==> src/rtl/vblank_update_scheduler.sv <==
// vblank_update_scheduler: round-robin sharing of the vertical-blanking window among update engines
// Ports:
//   i_Clk, i_Rst_L         pixel clock, asynchronous active-low reset
//   i_Col_Count/Row_Count  free-running position from the sync generator
//   i_Req, i_Done          per-engine level request and completion strobe
//   i_Clear_Flags          synchronous clear of the sticky flags
//   o_Grant                registered one-hot (or zero) grant
//   o_Frame_Start          1-cycle pulse after position (0,0); o_Frame_Count counts them
//   o_Update_Window        registered vertical-blanking indicator
//   o_Timeout_Flag, o_Overrun, o_Missed_Flag  sticky error flags
module vblank_update_scheduler #(
  parameter int NUM_REQ     = 4,
  parameter int TOTAL_COLS  = 800,
  parameter int TOTAL_ROWS  = 525,
  parameter int ACTIVE_ROWS = 480,
  parameter int TIMEOUT     = 1024
) (
  input  logic               i_Clk,
  input  logic               i_Rst_L,
  input  logic [9:0]         i_Col_Count,
  input  logic [9:0]         i_Row_Count,
  input  logic [NUM_REQ-1:0] i_Req,
  input  logic [NUM_REQ-1:0] i_Done,
  input  logic               i_Clear_Flags,
  output logic [NUM_REQ-1:0] o_Grant,
  output logic               o_Frame_Start,
  output logic               o_Update_Window,
  output logic [NUM_REQ-1:0] o_Timeout_Flag,
  output logic               o_Overrun,
  output logic [NUM_REQ-1:0] o_Missed_Flag,
  output logic [15:0]        o_Frame_Count
);
  localparam int PW = $clog2(NUM_REQ);
  localparam int TW = $clog2(TIMEOUT);
  typedef enum logic [1:0] {IDLE, SCAN, BUSY} state_t;
  state_t             state_q, state_d;
  logic [NUM_REQ-1:0] grant_q, grant_d, served_q, served_d, to_q, to_d, miss_q, miss_d;
  logic [NUM_REQ-1:0] cand, to_set, miss_set;
  logic [PW-1:0]      idx_q, idx_d, ptr_q, ptr_d, pick;
  logic [TW-1:0]      timer_q, timer_d;
  logic [15:0]        cnt_q, cnt_d;
  logic               win_q, win_d, fs_q, fs_d, ov_q, ov_d;
  logic               sof, close, found, valid, fin, ov_set;
  always_comb begin
    sof   = (i_Col_Count == 10'd0) && (i_Row_Count == 10'd0);
    // out-of-range coordinates hold the window rather than glitching it
    valid = (32'(i_Row_Count) < TOTAL_ROWS) && (32'(i_Col_Count) < TOTAL_COLS);
    win_d = valid ? (32'(i_Row_Count) >= ACTIVE_ROWS) : win_q;
    fs_d  = sof;
    cnt_d = cnt_q + 16'(sof);
    close = win_q & ~win_d;
    cand  = i_Req & ~served_q;
    found = 1'b0;
    pick  = '0;
    // downward sweep so the smallest offset from the pointer wins
    for (int k = NUM_REQ - 1; k >= 0; k--)
      if (cand[(32'(ptr_q) + 32'(k)) % NUM_REQ]) begin
        found = 1'b1;
        pick  = PW'((32'(ptr_q) + 32'(k)) % NUM_REQ);
      end
    fin      = i_Done[idx_q] || (timer_q == TW'(TIMEOUT - 1));
    state_d  = state_q;
    grant_d  = grant_q;
    idx_d    = idx_q;
    ptr_d    = ptr_q;
    timer_d  = timer_q;
    served_d = sof ? '0 : served_q;
    to_set   = '0;
    miss_set = '0;
    ov_set   = 1'b0;
    if (close) begin
      state_d  = IDLE;
      grant_d  = '0;
      ov_set   = (state_q == BUSY);
      miss_set = cand;
    end else if (state_q == IDLE) begin
      state_d = win_q ? SCAN : IDLE;
    end else if (state_q == SCAN) begin
      if (found) begin
        state_d = BUSY;
        grant_d = NUM_REQ'(1) << pick;
        idx_d   = pick;
        timer_d = '0;
      end
    end else begin
      timer_d = timer_q + TW'(1);
      if (fin) begin
        state_d  = SCAN;
        grant_d  = '0;
        served_d = served_d | grant_q;
        ptr_d    = (idx_q == PW'(NUM_REQ - 1)) ? '0 : idx_q + PW'(1);
        to_set   = i_Done[idx_q] ? '0 : grant_q;
      end
    end
    // a set in the same cycle as a clear survives
    to_d   = (i_Clear_Flags ? '0 : to_q) | to_set;
    miss_d = (i_Clear_Flags ? '0 : miss_q) | miss_set;
    ov_d   = (~i_Clear_Flags & ov_q) | ov_set;
  end
  always_ff @(posedge i_Clk or negedge i_Rst_L) begin
    if (!i_Rst_L) begin
      state_q  <= IDLE;
      grant_q  <= '0;
      served_q <= '0;
      idx_q    <= '0;
      ptr_q    <= '0;
      timer_q  <= '0;
      win_q    <= 1'b0;
      fs_q     <= 1'b0;
      cnt_q    <= '0;
      to_q     <= '0;
      miss_q   <= '0;
      ov_q     <= 1'b0;
    end else begin
      state_q  <= state_d;
      grant_q  <= grant_d;
      served_q <= served_d;
      idx_q    <= idx_d;
      ptr_q    <= ptr_d;
      timer_q  <= timer_d;
      win_q    <= win_d;
      fs_q     <= fs_d;
      cnt_q    <= cnt_d;
      to_q     <= to_d;
      miss_q   <= miss_d;
      ov_q     <= ov_d;
    end
  end
  assign o_Grant         = grant_q;
  assign o_Frame_Start   = fs_q;
  assign o_Update_Window = win_q;
  assign o_Timeout_Flag  = to_q;
  assign o_Overrun       = ov_q;
  assign o_Missed_Flag   = miss_q;
  assign o_Frame_Count   = cnt_q;
endmodule

==> config.mk <==
export PLATFORM = sky130hd
export DESIGN_NAME = vblank_update_scheduler
export DESIGN_NICKNAME = d
export VERILOG_FILES = /design/src/rtl/vblank_update_scheduler.sv
export SDC_FILE = /design/constraint.sdc
export NUM_CORES = 1
export LEC_CHECK = 0
export ABC_AREA = 1
export BUFFER_PORTS_ARGS = -buffer_cell sky130_fd_sc_hd__buf_2
export CORE_UTILIZATION = 54
export CTS_CLUSTER_SIZE = 16
export DETAILED_ROUTE_END_ITERATION = 8
export PLACE_DENSITY = 0.78
export SLEW_MARGIN = 15
export SYNTH_ARGS = -nofsm -noshare
export SYNTH_HDL_FRONTEND = slang
export SYNTH_SLANG_ARGS = --single-unit
==> constraint.sdc <==
create_clock -name i_Clk -period 2.05 [get_ports i_Clk]
set_clock_uncertainty 0.05 [all_clocks]
set_input_delay 0 -clock i_Clk [delete_from_list [all_inputs] [get_ports i_Clk]]
set_output_delay 0 -clock i_Clk [all_outputs]
set_load 0.05 [all_outputs]
==> Word level (Yosys, flattened, before mapping) <==
Index checks and enable logic that the tools add are counted.
{ "word_totals": {"n_memories": 0, "ram_bits": 0, "reg_bits": 51, "out_inout_bits": 31, "in_bits": 31, "latch_bits": 0, "word_cells": 108, "rom_bits": 0} }
{ "op_classes": {"eq_ne": 8, "mux": 47, "n_reduce_logical": 13, "magnitude_cmp": 8, "n_shift": 1, "div_mod_pow": 0, "mul": 0, "bitwise": 13, "add_sub_neg": 6} }
{ "ops": {"columns": ["cell", "n"], "rows": [
  ["$mux 4", 18],
  ["$logic_not 10->1", 2],
  ["$lt 10x10->1 const B", 2],
  ["$mux 10", 2],
  ["$mux 2", 10],
  ["$add 16x1->16", 1],
  ["$lt 2x3->1 const B", 5],
  ["$mux 1", 12],
  ["$or 4x4->4", 3],
  ["$add 10x1->10 const B", 1],
  ["$bmux 1 s2", 5],
  ["$eq 10x10->1 const B", 1],
  ["$ge 10x9->1 const B", 1],
  ["$reduce_and 4->1", 2],
  ["$reduce_and 3->1", 2],
  ["$not 1->1", 5],
  ["$add 2x1->2 const B", 2],
  ["$add 2x2->2 const B", 2],
  ["$and 4x4->4", 1],
  ["$eq 2x2->1 const B", 2],
  ["$ne 2x2->1 const B", 2],
  ["$ne 4x4->1 const B", 1],
  ["$not 4->4", 1],
  ["$reduce_bool 4->1", 1],
  ["other kinds (10)", 12]
]} }

==> Logic depth before layout (Yosys ltp) <==
Gate-level depths: netlist of run 1.
{ "depth": {"depth_word": 13, "depth_mapped": 15, "depth_no_buf": 15} }

==> Worst setup path after synthesis of run 1 <==
OpenSTA, ideal clock, no wires.
{ "synth_timing": {"path_type": "register -> register", "from": "reg cnt_q[0], in the netlist o_Frame_Count[0]", "to": "reg cnt_q[14], in the netlist o_Frame_Count[14]", "period_less_slack_ns": 2.110, "n_path_buf": 0, "arrival_ns": 1.979, "setup_ns": 0.082, "required_ns": 1.918, "stages_incl_launch_ff": 10, "setup_slack_ns": -0.060, "path_cell_list": "dfrtp_1 > ha_1 > ha_1 > nand3_1 > nor3_2 > nand3_1 > nor2_1 > nand3b_1 > nor2_1 > xor2_1"} }
{ "synth_via": {"elab_chain_cells": 1} }
{ "synth_lines": {"columns": ["element", "line_no", "rtl"], "rows": [
  ["from (decl)", "41", "logic [15:0] cnt_q, cnt_d;"],
  ["from (signal assigned)", "123", "cnt_q <= cnt_d;"],
  ["$add 16x1->16", "50", "cnt_d = cnt_q + 16'(sof);"],
  ["named net cnt_d[14]", "41", null]
]} }
The timed path passes the listed nets, and every way through them passes these cells.
A chain may end at the register's enable or synchronous reset.

==> Worst setup path in the final report of run 1 <==
{ "layout_timing": {"from": "reg win_q, in the netlist o_Update_Window", "to": "reg miss_q[3], in the netlist o_Missed_Flag[3]"} }
{ "layout_via": {"elab_chain_cells": 5} }
{ "layout_lines": {"columns": ["element", "line_no", "rtl"], "rows": [
  ["from (decl)", "42", "logic win_q, win_d, fs_q, fs_d, ov_q, ov_d;"],
  ["from (signal assigned)", "121", "win_q <= win_d;"],
  ["$mux 1", "48", "win_d = valid ? (32'(i_Row_Count) >= ACTIVE_ROWS) : win_q;"],
  ["$not 1->1", "51", "close = win_q & ~win_d;"],
  ["$and 1x1->1 (*)", "51", null],
  ["$mux 4 (*)", "71", "if (close) begin"],
  ["$or 4x4->4 (*)", "97", "miss_d = (i_Clear_Flags ? '0 : miss_q) | miss_set;"],
  ["named net miss_d[3]", "37", "logic [NUM_REQ-1:0] grant_q, grant_d, served_q, served_d, to_q, to_d, miss_q, miss_d;"],
  ["to (signal assigned)", "125", "miss_q <= miss_d;"],
  ["to (decl)", "37", null]
]} }
Mark *: on every way through the listed nets, which the timed path passes. The rest lies on a longest branch.

==> results of run 1 <==
layer usage:
layer / vias up / GRT usage (%)
met5: - / 0
met4: 0 / 6.32
met3: 10 / 4.17
met2: 75 / 43.6
met1: 1140 / 30.9
li1: 1232 / -
area by class of cell:
class / instances / area [um^2] / area share, %
flip-flops and latches: 51 / 1280 / 37.9
multi-input cells: 232 / 1260 / 37.3
well taps: 67 / 83.8 / 2.49
clock inverters: 2 / 12.5 / 0.371
inverters: 47 / 179 / 5.31
repair buffers: 82 / 488 / 14.5
clock buffers: 6 / 72.6 / 2.15
tightest hold or removal path, stage by stage:
cell	delay (ns)
buf_2	0.08
buf_4	0.10
nor2_1	0.05
o21ai_0	0.14
stage by stage:
stage	TNS, ns	utilization, %	std cells	setup WS, ns
floorplan	0	-	333	0.0403
global placement	-0.0738	66.7	469	-0.0738
detailed placement	-0.204	66.7	469	-0.150
CTS	0	70.6	487	0.144
global route	0	70.9	487	0.0179
finish	0	70.9	487	0.206
repair_timing:
item | CTS | global route
endpoints found under the setup margin | 0 | 2
resized for setup | 0 | 3
endpoints found under the hold margin | 60 | 0
hold buffers | 10 | 0
cell usage after synthesis:
master / instances
nand2_1: 90
dfrtp_1: 51
inv_1: 44
nand3_1: 34
nor2_1: 25
o21ai_0: 21
xor2_1: 16
xnor2_1: 7
nand4_1: 5
ha_1: 4
nor3_1: 4
o21ai_2: 3
a31oi_1: 2
inv_2: 2
nand2_2: 2
nand3_2: 2
nor2_4: 2
nor3_2: 2
nor4_1: 2
o21ai_1: 2
or2_2: 2
a21oi_1: 1
a21oi_2: 1
buf_2: 1
buf_6: 1
clkbuf_1: 1
inv_4: 1
nand2_4: 1
nand3b_1: 1
nor2_2: 1
nor3b_1: 1
o32ai_1: 1
layout by cell type, fill, tap and decap left out, types with 2 or more instances in the layout:
cell,netlist,routed
a31oi_1,2,2
nand3_1,34,31
nor4_1,2,2
nor2_1,25,24
ha_1,4,2
or2_2,2,2
xor2_1,16,16
inv_2,2,3
nor3_2,2,2
nand2_1,90,90
nor3_1,4,4
nand2_2,2,2
dlygate4sd3_1,0,10
o21ai_2,3,3
inv_1,44,43
dfrtp_1,51,50
nor2_4,2,2
ha_4,0,2
buf_2,1,61
nor2_2,1,2
o21ai_1,2,2
o21ai_0,21,21
nand3_2,2,5
clkbuf_8,0,5
buf_4,0,11
xnor2_1,7,7
nand4_1,5,5
power by group through the flow:
stage | clock [mW] | sequential (mW) | combinational, mW
finish | 0.579 | 1.11 | 0.441
global route | 0.609 | 1.12 | 0.498
CTS | 0.580 | 1.11 | 0.444
detailed placement | 0 | 1.13 | 0.432
global placement | 0 | 1.13 | 0.423
floorplan | 0 | 1.16 | 0.254
flip-flops by register name, summed over array words and instances (netlist names):
register	cells
o_Missed_Flag	4
o_Grant	4
o_Frame_Count	16
idx_q	2
o_Update_Window	1
served_q	4
o_Overrun	1
o_Timeout_Flag	4
ptr_q	2
state_q	2
timer_q	10
o_Frame_Start	1
worst paths after layout:
path,startpoint,to,slack (ns),cells after the start
min reg2reg,o_Frame_Count[15],o_Frame_Count[15],0.42,1
max reg2reg,o_Update_Window,o_Missed_Flag[3],0.21,6
max,o_Update_Window,o_Missed_Flag[3],0.21,6
max in group asynchronous,i_Rst_L,o_Frame_Count[0],1.30,3
min in group asynchronous,i_Rst_L,o_Missed_Flag[2],0.07,2
min,i_Row_Count[9],o_Update_Window,0.05,4
kinds of logic (layout without fill, tap and decap cells):
| group | Yosys count | after routing | share of synthesized area (%) |
|---|---|---|---|
| compound gates | 31 | 31 | 6.56 |
| xor+xnor | 23 | 23 | 7.49 |
| flops | 51 | 51 | 47.5 |
| simple gates | 174 | 174 | 29.2 |
| buf+inv | 50 | 137 | 7.40 |
| fa+ha+maj | 4 | 4 | 1.86 |
==> impl_metrics.tcl, run 1 <==
set metrics [dict create \
    slowest_delay_ns 0.61 \
    synthesis.nets 368 \
    area_delta_synth_final_pct 25.3 \
    cts_tree "yes" \
    placed_area_um2 3170 \
    maxCapViolations 0 \
    wl_met1_um 2570 \
    ys_warn_count 0 \
    ys_seq_elements 51 \
    via_count 2457 \
    synth_top_area_share_pct 47.5 \
    post_cts_buffers 0 \
    crit_required_ns 2.24 \
    fin_crit_sh_pct 89.9 \
    dieArea_um2 5270 \
    firstDrtPassIters 4 \
    antenna_found_initial 0 \
    start_util_pct 56.6 \
    slew_headroom_pct 76.8 \
    n_antenna_cell 0 \
    place_congestion 0.892 \
    syn_area_um2 2690 \
    core_um2 4750 \
    power_mw 2.13 \
    grt_max_degree 21 \
    p_int_mw 1.44 \
    rsz0062_at_grt "false" \
    slowest_stage "dlygate4sd3_1" \
    clk_pin_slew_ns 0.09 \
    critical_path.top_delay_family "buffers and inverters" \
    grt_pass1_wl_um 10000 \
    htreeDepth 2 \
    synthCells 333 \
    sw_frac_of_total_pct 32.4 \
    finalCriticalPeriod_ns 1.84 \
    path_buf_inv 3 \
    crit_type "register to register" \
    fillers 385 \
    cts_sinks 51 \
    numPortBuffers 61 \
    fmax_ghz 0.542 \
    numCtsBuffers 5 \
    post_drt_wl_per_cell_um 12.3 \
    power_switching_mw 0.690 \
    pwr-share-clk_pct 27.1 \
    highest_layer "met4" \
    clkLatencyLatePin_ns 0.31 \
    drc_errors 0 \
    hold_viol 0 \
    synthTopCellsByArea "dfrtp_1 (47%), nand2_1 (13%), nand3_1 (6.3%)" \
    finalSetupViolations 0 \
    worstPathArrival_ns 2.03 \
    end_kind "register" \
    wl_met2_um 3020 \
    routed_wl_um 5980 \
    hpwl_um 4420 \
    route.met3.wl_um 311 \
    crit_path_cell_trace "nand3_2 > buf_4 > inv_1 > nand3_1 > o21ai_0 > dlygate4sd3_1" \
    ys_types 32 \
    slew_violations 0 \
    tightestPinTransition_ns 0.345 \
    hold_class "input port to register" \
    rows 25 \
    p_per_area_nw_per_um2 633 \
    power_leakage_nw 1.84 \
    cp-start-kind "register" \
    die_h_um 72.6 \
    ys_seq_area_share_pct 47.5 \
    cp_max_fo 9 \
    io_pins 62 \
    viasPerCell 5.05 \
    ant_nets 0 \
    synth_area_leader_cell "dfrtp_1" \
    power_frac_comb_pct 20.7 \
    drive_gt1_share_pct 25.2 \
    synth.avg_cell_area_um2 8.07 \
    first_global_vias 2297 \
    outcome "finished clean" \
    num-nets-final 454 \
    first_iter_violations 145 \
    clockBufferDepth 2 \
    power_frac_seq_pct 52.2 \
    track_usage_pct 24.5 \
    peakVddDrop_uv 440 \
    overflow 0 \
    die_x_um 72.6 \
    stdcell_area_um2 3370 \
    fin_hold_ws_ns 0.0514 \
    cts_root_buffer "clkbuf_8" \
]
(Power assumes the default switching activity.)
==> run 2, diff against run 1 <==
- CELL_PAD_IN_SITES_DETAIL_PLACEMENT: not set -> 1
- CELL_PAD_IN_SITES_GLOBAL_PLACEMENT: not set -> 2
- CORE_UTILIZATION: 54 -> 31
==> impl_metrics.tcl, run 2 (same netlist as run 1, synthesis figures left out) <==
set metrics [dict create \
    post_drt_wl_per_cell_um 12.9 \
    ff_latch_area_um2 1280 \
    drive_gt1_share_pct 25.8 \
    end_kind "register" \
    firstDrtPassIters 4 \
    core_um2 8300 \
    cts_root_buffer "clkbuf_8" \
    worstPathArrival_ns 2.10 \
    maxCapViolations 0 \
    fin_hold_ws_ns 0.0178 \
    crit_path_cell_trace "buf_2 > or2_2 > nor3_1 > nand4_1 > inv_2 > ha_4 > ha_4 > nand3_2 > nor3_4 > nand3_2 > nor2_2 > nand3b_1 > nor2_1 > xor2_1" \
    start_util_pct 32.4 \
    slew_violations 0 \
    gr-max-usage-layer "met2" \
    hold_class "input port to register" \
    viasPerCell 4.68 \
    drc_errors 0 \
    antenna_found_initial 0 \
    n_antenna_cell 0 \
    die_x_um 95.1 \
    dieArea_um2 9050 \
    power_leakage_nw 1.86 \
    layout_common_cells "nand2_1 (90), buf_2 (61), dfrtp_1 (50)" \
    num-nets-final 457 \
    area_delta_synth_final_pct 29.5 \
    hpwl_um 5200 \
    numPortBuffers 61 \
    gr-usage-met3_pct 2.63 \
    place_congestion 0.753 \
    grt_max_degree 29 \
    multi_input_area_um2 1260 \
    power_mw 2.27 \
    slowest_delay_ns 0.30 \
    slowest_stage "or2_2" \
    via_count 2471 \
    finalSetupViolations 0 \
    fin_crit_sh_pct 93.1 \
    io_pins 62 \
    setup-tns-final_ns 0 \
    slew_headroom_pct 60.7 \
    layout_commonest_cell "nand2_1" \
    outcome "finished clean" \
    routed_wl_um 6810 \
    first_iter_violations 63 \
    cts_tree "yes" \
    met1_usage_pct 22.8 \
    ant_nets 0 \
    peakVddDrop_uv 289 \
    die_h_um 95.1 \
    rows 33 \
    htreeDepth 2 \
    fillers 1049 \
    first_global_vias 2541 \
    cp_max_fo 5 \
    clkLatencyLatePin_ns 0.31 \
    clockBufferDepth 2 \
    use_met2_pct 27.5 \
    track_usage_pct 16.8 \
    cts_sinks 51 \
    numCtsBuffers 5 \
    grt_pass1_wl_um 11900 \
    crit_type "input port to register" \
    p_per_area_nw_per_um2 651 \
    fmax_ghz 0.524 \
    finalCriticalPeriod_ns 1.91 \
    tightestPinTransition_ns 0.589 \
    crit_required_ns 2.24 \
    cp-start-kind "input port" \
    overflow 0 \
    clk_pin_slew_ns 0.10 \
    largest_register_ffs 16 \
    hold_viol 0 \
]
## run 2: report_power, final
| part | switching (mW) | leakage [nW] | internal, mW |
|---|---|---|---|
| Clock | 0.339 | 0.0514 | 0.365 |
| Sequential | 0.0597 | 0.644 | 1.06 |
| Combinational | 0.299 | 1.16 | 0.149 |
## run 2: area by class of cell
cell class                      count  area share [%]
Clock buffer                        6            2.08
Clock inverter                      2            1.08
Inverter                           47            5.14
Multi-Input combinational cell    232            36.2
Sequential cell                    51            36.7
Tap cell                          105            3.77
Timing Repair Buffer               85            15.0
## run 2: final timing paths
path / startpoint / slack, ns / cells past startpoint / endpoint
max reg2reg: ptr_q[0] / 0.21 / 10 / o_Grant[2]
min: i_Col_Count[0] / 0.02 / 4 / o_Frame_Start
max: i_Row_Count[1] / 0.14 / 14 / o_Frame_Count[14]
min reg2reg: o_Frame_Count[15] / 0.43 / 1 / o_Frame_Count[15]
max in group asynchronous: i_Rst_L / 1.21 / 3 / ptr_q[0]
min in group asynchronous: i_Rst_L / 0.17 / 2 / o_Missed_Flag[0]
## run 2: stage by stage
step	area [um^2]	instances	worst slack [ns]	util, %
floorplan	2720	333	0.0403	-
global placement	3240	508	-0.210	39.0
detailed placement	3240	508	-0.305	39.0
CTS	3450	526	0.0199	41.6
global route	3480	528	-0.00483	42.0
finish	3480	528	0.141	42.0
## run 2: what timing repair did
| action | in CTS | in global routing |
|---|---|---|
| resized for setup | 0 | 4 |
| hold buffers | 10 | 0 |
| buffers inserted | 0 | 2 |
| hold endpoints to repair | 32 | 0 |
| setup endpoints to repair | 0 | 2 |
## run 2: metal layers
metal  vias up  routed length (um)  part of all wire, %
met5         -                   0                    0
met4         0                  93                  1.4
met3         6                 236                  3.5
met2        56                3180                   47
met1      1175                3300                   48
li1       1234                   -                    -
## run 2: worst max-delay path, delay by kind of cell
family | cells | cell delay (ns)
XOR/XNOR | 1 | 0.15
adder cells (fa/ha/maj) | 2 | 0.29
buffers and inverters | 2 | 0.25
AND/OR/NAND/NOR | 9 | 1.40
==> run 3, diff against run 2 <==
- MAX_ROUTING_LAYER: not set -> met4
==> impl_metrics.tcl, run 3 (same netlist as run 1, synthesis figures left out) <==
set metrics [dict create \
    pwr-share-clk_pct 31.0 \
    drive_gt1_share_pct 25.8 \
    slew_violations 0 \
    cp_max_fo 5 \
    crit_required_ns 2.24 \
    power_switching_mw 0.697 \
    outcome "finished clean" \
    p_int_mw 1.57 \
    num-nets-final 457 \
    grt_max_degree 29 \
    clk_pin_slew_ns 0.10 \
    met1_usage_pct 22.8 \
    fin_crit_sh_pct 93.2 \
    cp-start-kind "input port" \
    end_kind "register" \
    post_drt_wl_per_cell_um 12.9 \
    worst_r2r_path_depth 10 \
    power_frac_comb_pct 19.8 \
    use_met2_pct 27.5 \
    largest_register_ffs 16 \
    setup-tns-final_ns 0 \
    worstPathArrival_ns 2.10 \
    power_mw 2.27 \
    clkLatencyLatePin_ns 0.30 \
    maxCapViolations 0 \
    hold_viol 0 \
    crit_start "i_Row_Count[1]" \
    fmax_ghz 0.523 \
    routed_wl_um 6830 \
    layout_commonest_cell "nand2_1" \
    hold_class "input port to register" \
    dieArea_um2 9050 \
    hpwl_um 5200 \
    cts_sinks 51 \
    finalSetupViolations 0 \
    layout_common_cells "nand2_1 (90), buf_2 (61), dfrtp_1 (50)" \
    sw_frac_of_total_pct 30.7 \
    antenna_found_initial 0 \
    start_util_pct 32.4 \
    rows 33 \
    power_leakage_nw 1.86 \
    via_count 2466 \
    area_delta_synth_final_pct 29.5 \
    grt_pass1_wl_um 11800 \
    clockBufferDepth 2 \
    htreeDepth 2 \
    cts_root_buffer "clkbuf_8" \
    ant_nets 0 \
    peakVddDrop_uv 289 \
    power_frac_seq_pct 49.2 \
    finalCriticalPeriod_ns 1.91 \
    cts_tree "yes" \
    p_per_area_nw_per_um2 650 \
    slew_headroom_pct 60.8 \
    overflow 0 \
    tightestPinTransition_ns 0.588 \
    viasPerCell 4.67 \
    io_pins 62 \
    rr_startpoint "ptr_q[0]" \
    place_congestion 0.763 \
    die_h_um 95.1 \
    critPathCapture "o_Frame_Count[14]" \
    gr-usage-met3_pct 2.63 \
    numCtsBuffers 5 \
    drc_errors 0 \
    first_global_vias 2541 \
    numPortBuffers 61 \
    n_antenna_cell 0 \
    r2r-end "o_Grant[2]" \
    die_x_um 95.1 \
    track_usage_pct 17.3 \
    core_um2 8300 \
    crit_type "input port to register" \
    firstDrtPassIters 4 \
    r2r_setup_slack_ns 0.20 \
    gr-max-usage-layer "met2" \
    first_iter_violations 65 \
]
==> run 3: cell counts in the layout (fill, tap and decap cells not counted) <==
Identical to the previous run, type by type.
==> run 3: final cells by class <==
type	count	area, um^2
fillers	1049	4820
flip-flops and latches	51	1280
multi-input cells	232	1260
repair buffers	85	523
inverters	47	179
well taps	105	131
clock buffers	6	72.6
clock inverters	2	37.5
==> run 3: power by group through the flow <==
| stage | registers, mW | logic, mW | clock network (mW) |
|---|---|---|---|
| 2_1_floorplan | 1.16 | 0.254 | 0 |
| 5_1_grt | 1.13 | 0.507 | 0.766 |
| 3_3_place_gp | 1.13 | 0.441 | 0 |
| 3_5_place_dp | 1.14 | 0.449 | 0 |
| 4_1_cts | 1.12 | 0.458 | 0.728 |
| 6_report | 1.12 | 0.448 | 0.702 |
==> run 3: through the flow <==
step / hold WS (ns) / instances / utilization [%] / cell area [um^2] / setup slack [ns]
detailed placement: -0.00975 / 508 / 39.0 / 3240 / -0.305
global placement: -0.0128 / 508 / 39.0 / 3240 / -0.210
floorplan: -0.346 / 333 / - / 2720 / 0.0403
global route: 0.0332 / 528 / 42.0 / 3480 / -0.00478
CTS: 0.00479 / 526 / 41.6 / 3450 / 0.0199
finish: 0.0191 / 528 / 42.0 / 3480 / 0.139
==> run 3: what timing repair did <==
action / 4_1_cts / 5_1_grt
setup buffers: 0 / 2
resized for setup: 0 / 4
hold endpoints to repair: 32 / 0
hold buffers: 10 / 0
setup endpoints to repair: 0 / 2
==> run 3: how the worst min path moves through the flow <==
stage | startpoint | cells past startpoint | to | slack [ns]
floorplan | i_Rst_L | 0 | idx_q[0] | -0.35
global placement | i_Rst_L | 1 | o_Missed_Flag[1] | -0.01
detailed placement | i_Rst_L | 1 | o_Missed_Flag[0] | -0.01
CTS | i_Col_Count[0] | 4 | o_Frame_Start | 0.005
global route | i_Col_Count[1] | 4 | o_Frame_Start | 0.03
finish | i_Col_Count[0] | 4 | o_Frame_Start | 0.02
==> run 3: worst max-delay path, stage by stage <==
cell and delay (ns):
buf_2 0.09, or2_2 0.30, nor3_1 0.15, nand4_1 0.17, inv_2 0.16, ha_4 0.16, ha_4 0.13, nand3_2 0.11
nor3_4 0.17, nand3_2 0.10, nor2_2 0.15, nand3b_1 0.12, nor2_1 0.13, xor2_1 0.15
==> run 3: layer usage <==
metal	wire [um]	vias to the layer above
li1	-	1234
met1	3310	1166
met2	3180	60
met3	246	6
met4	92	0
met5	0	-
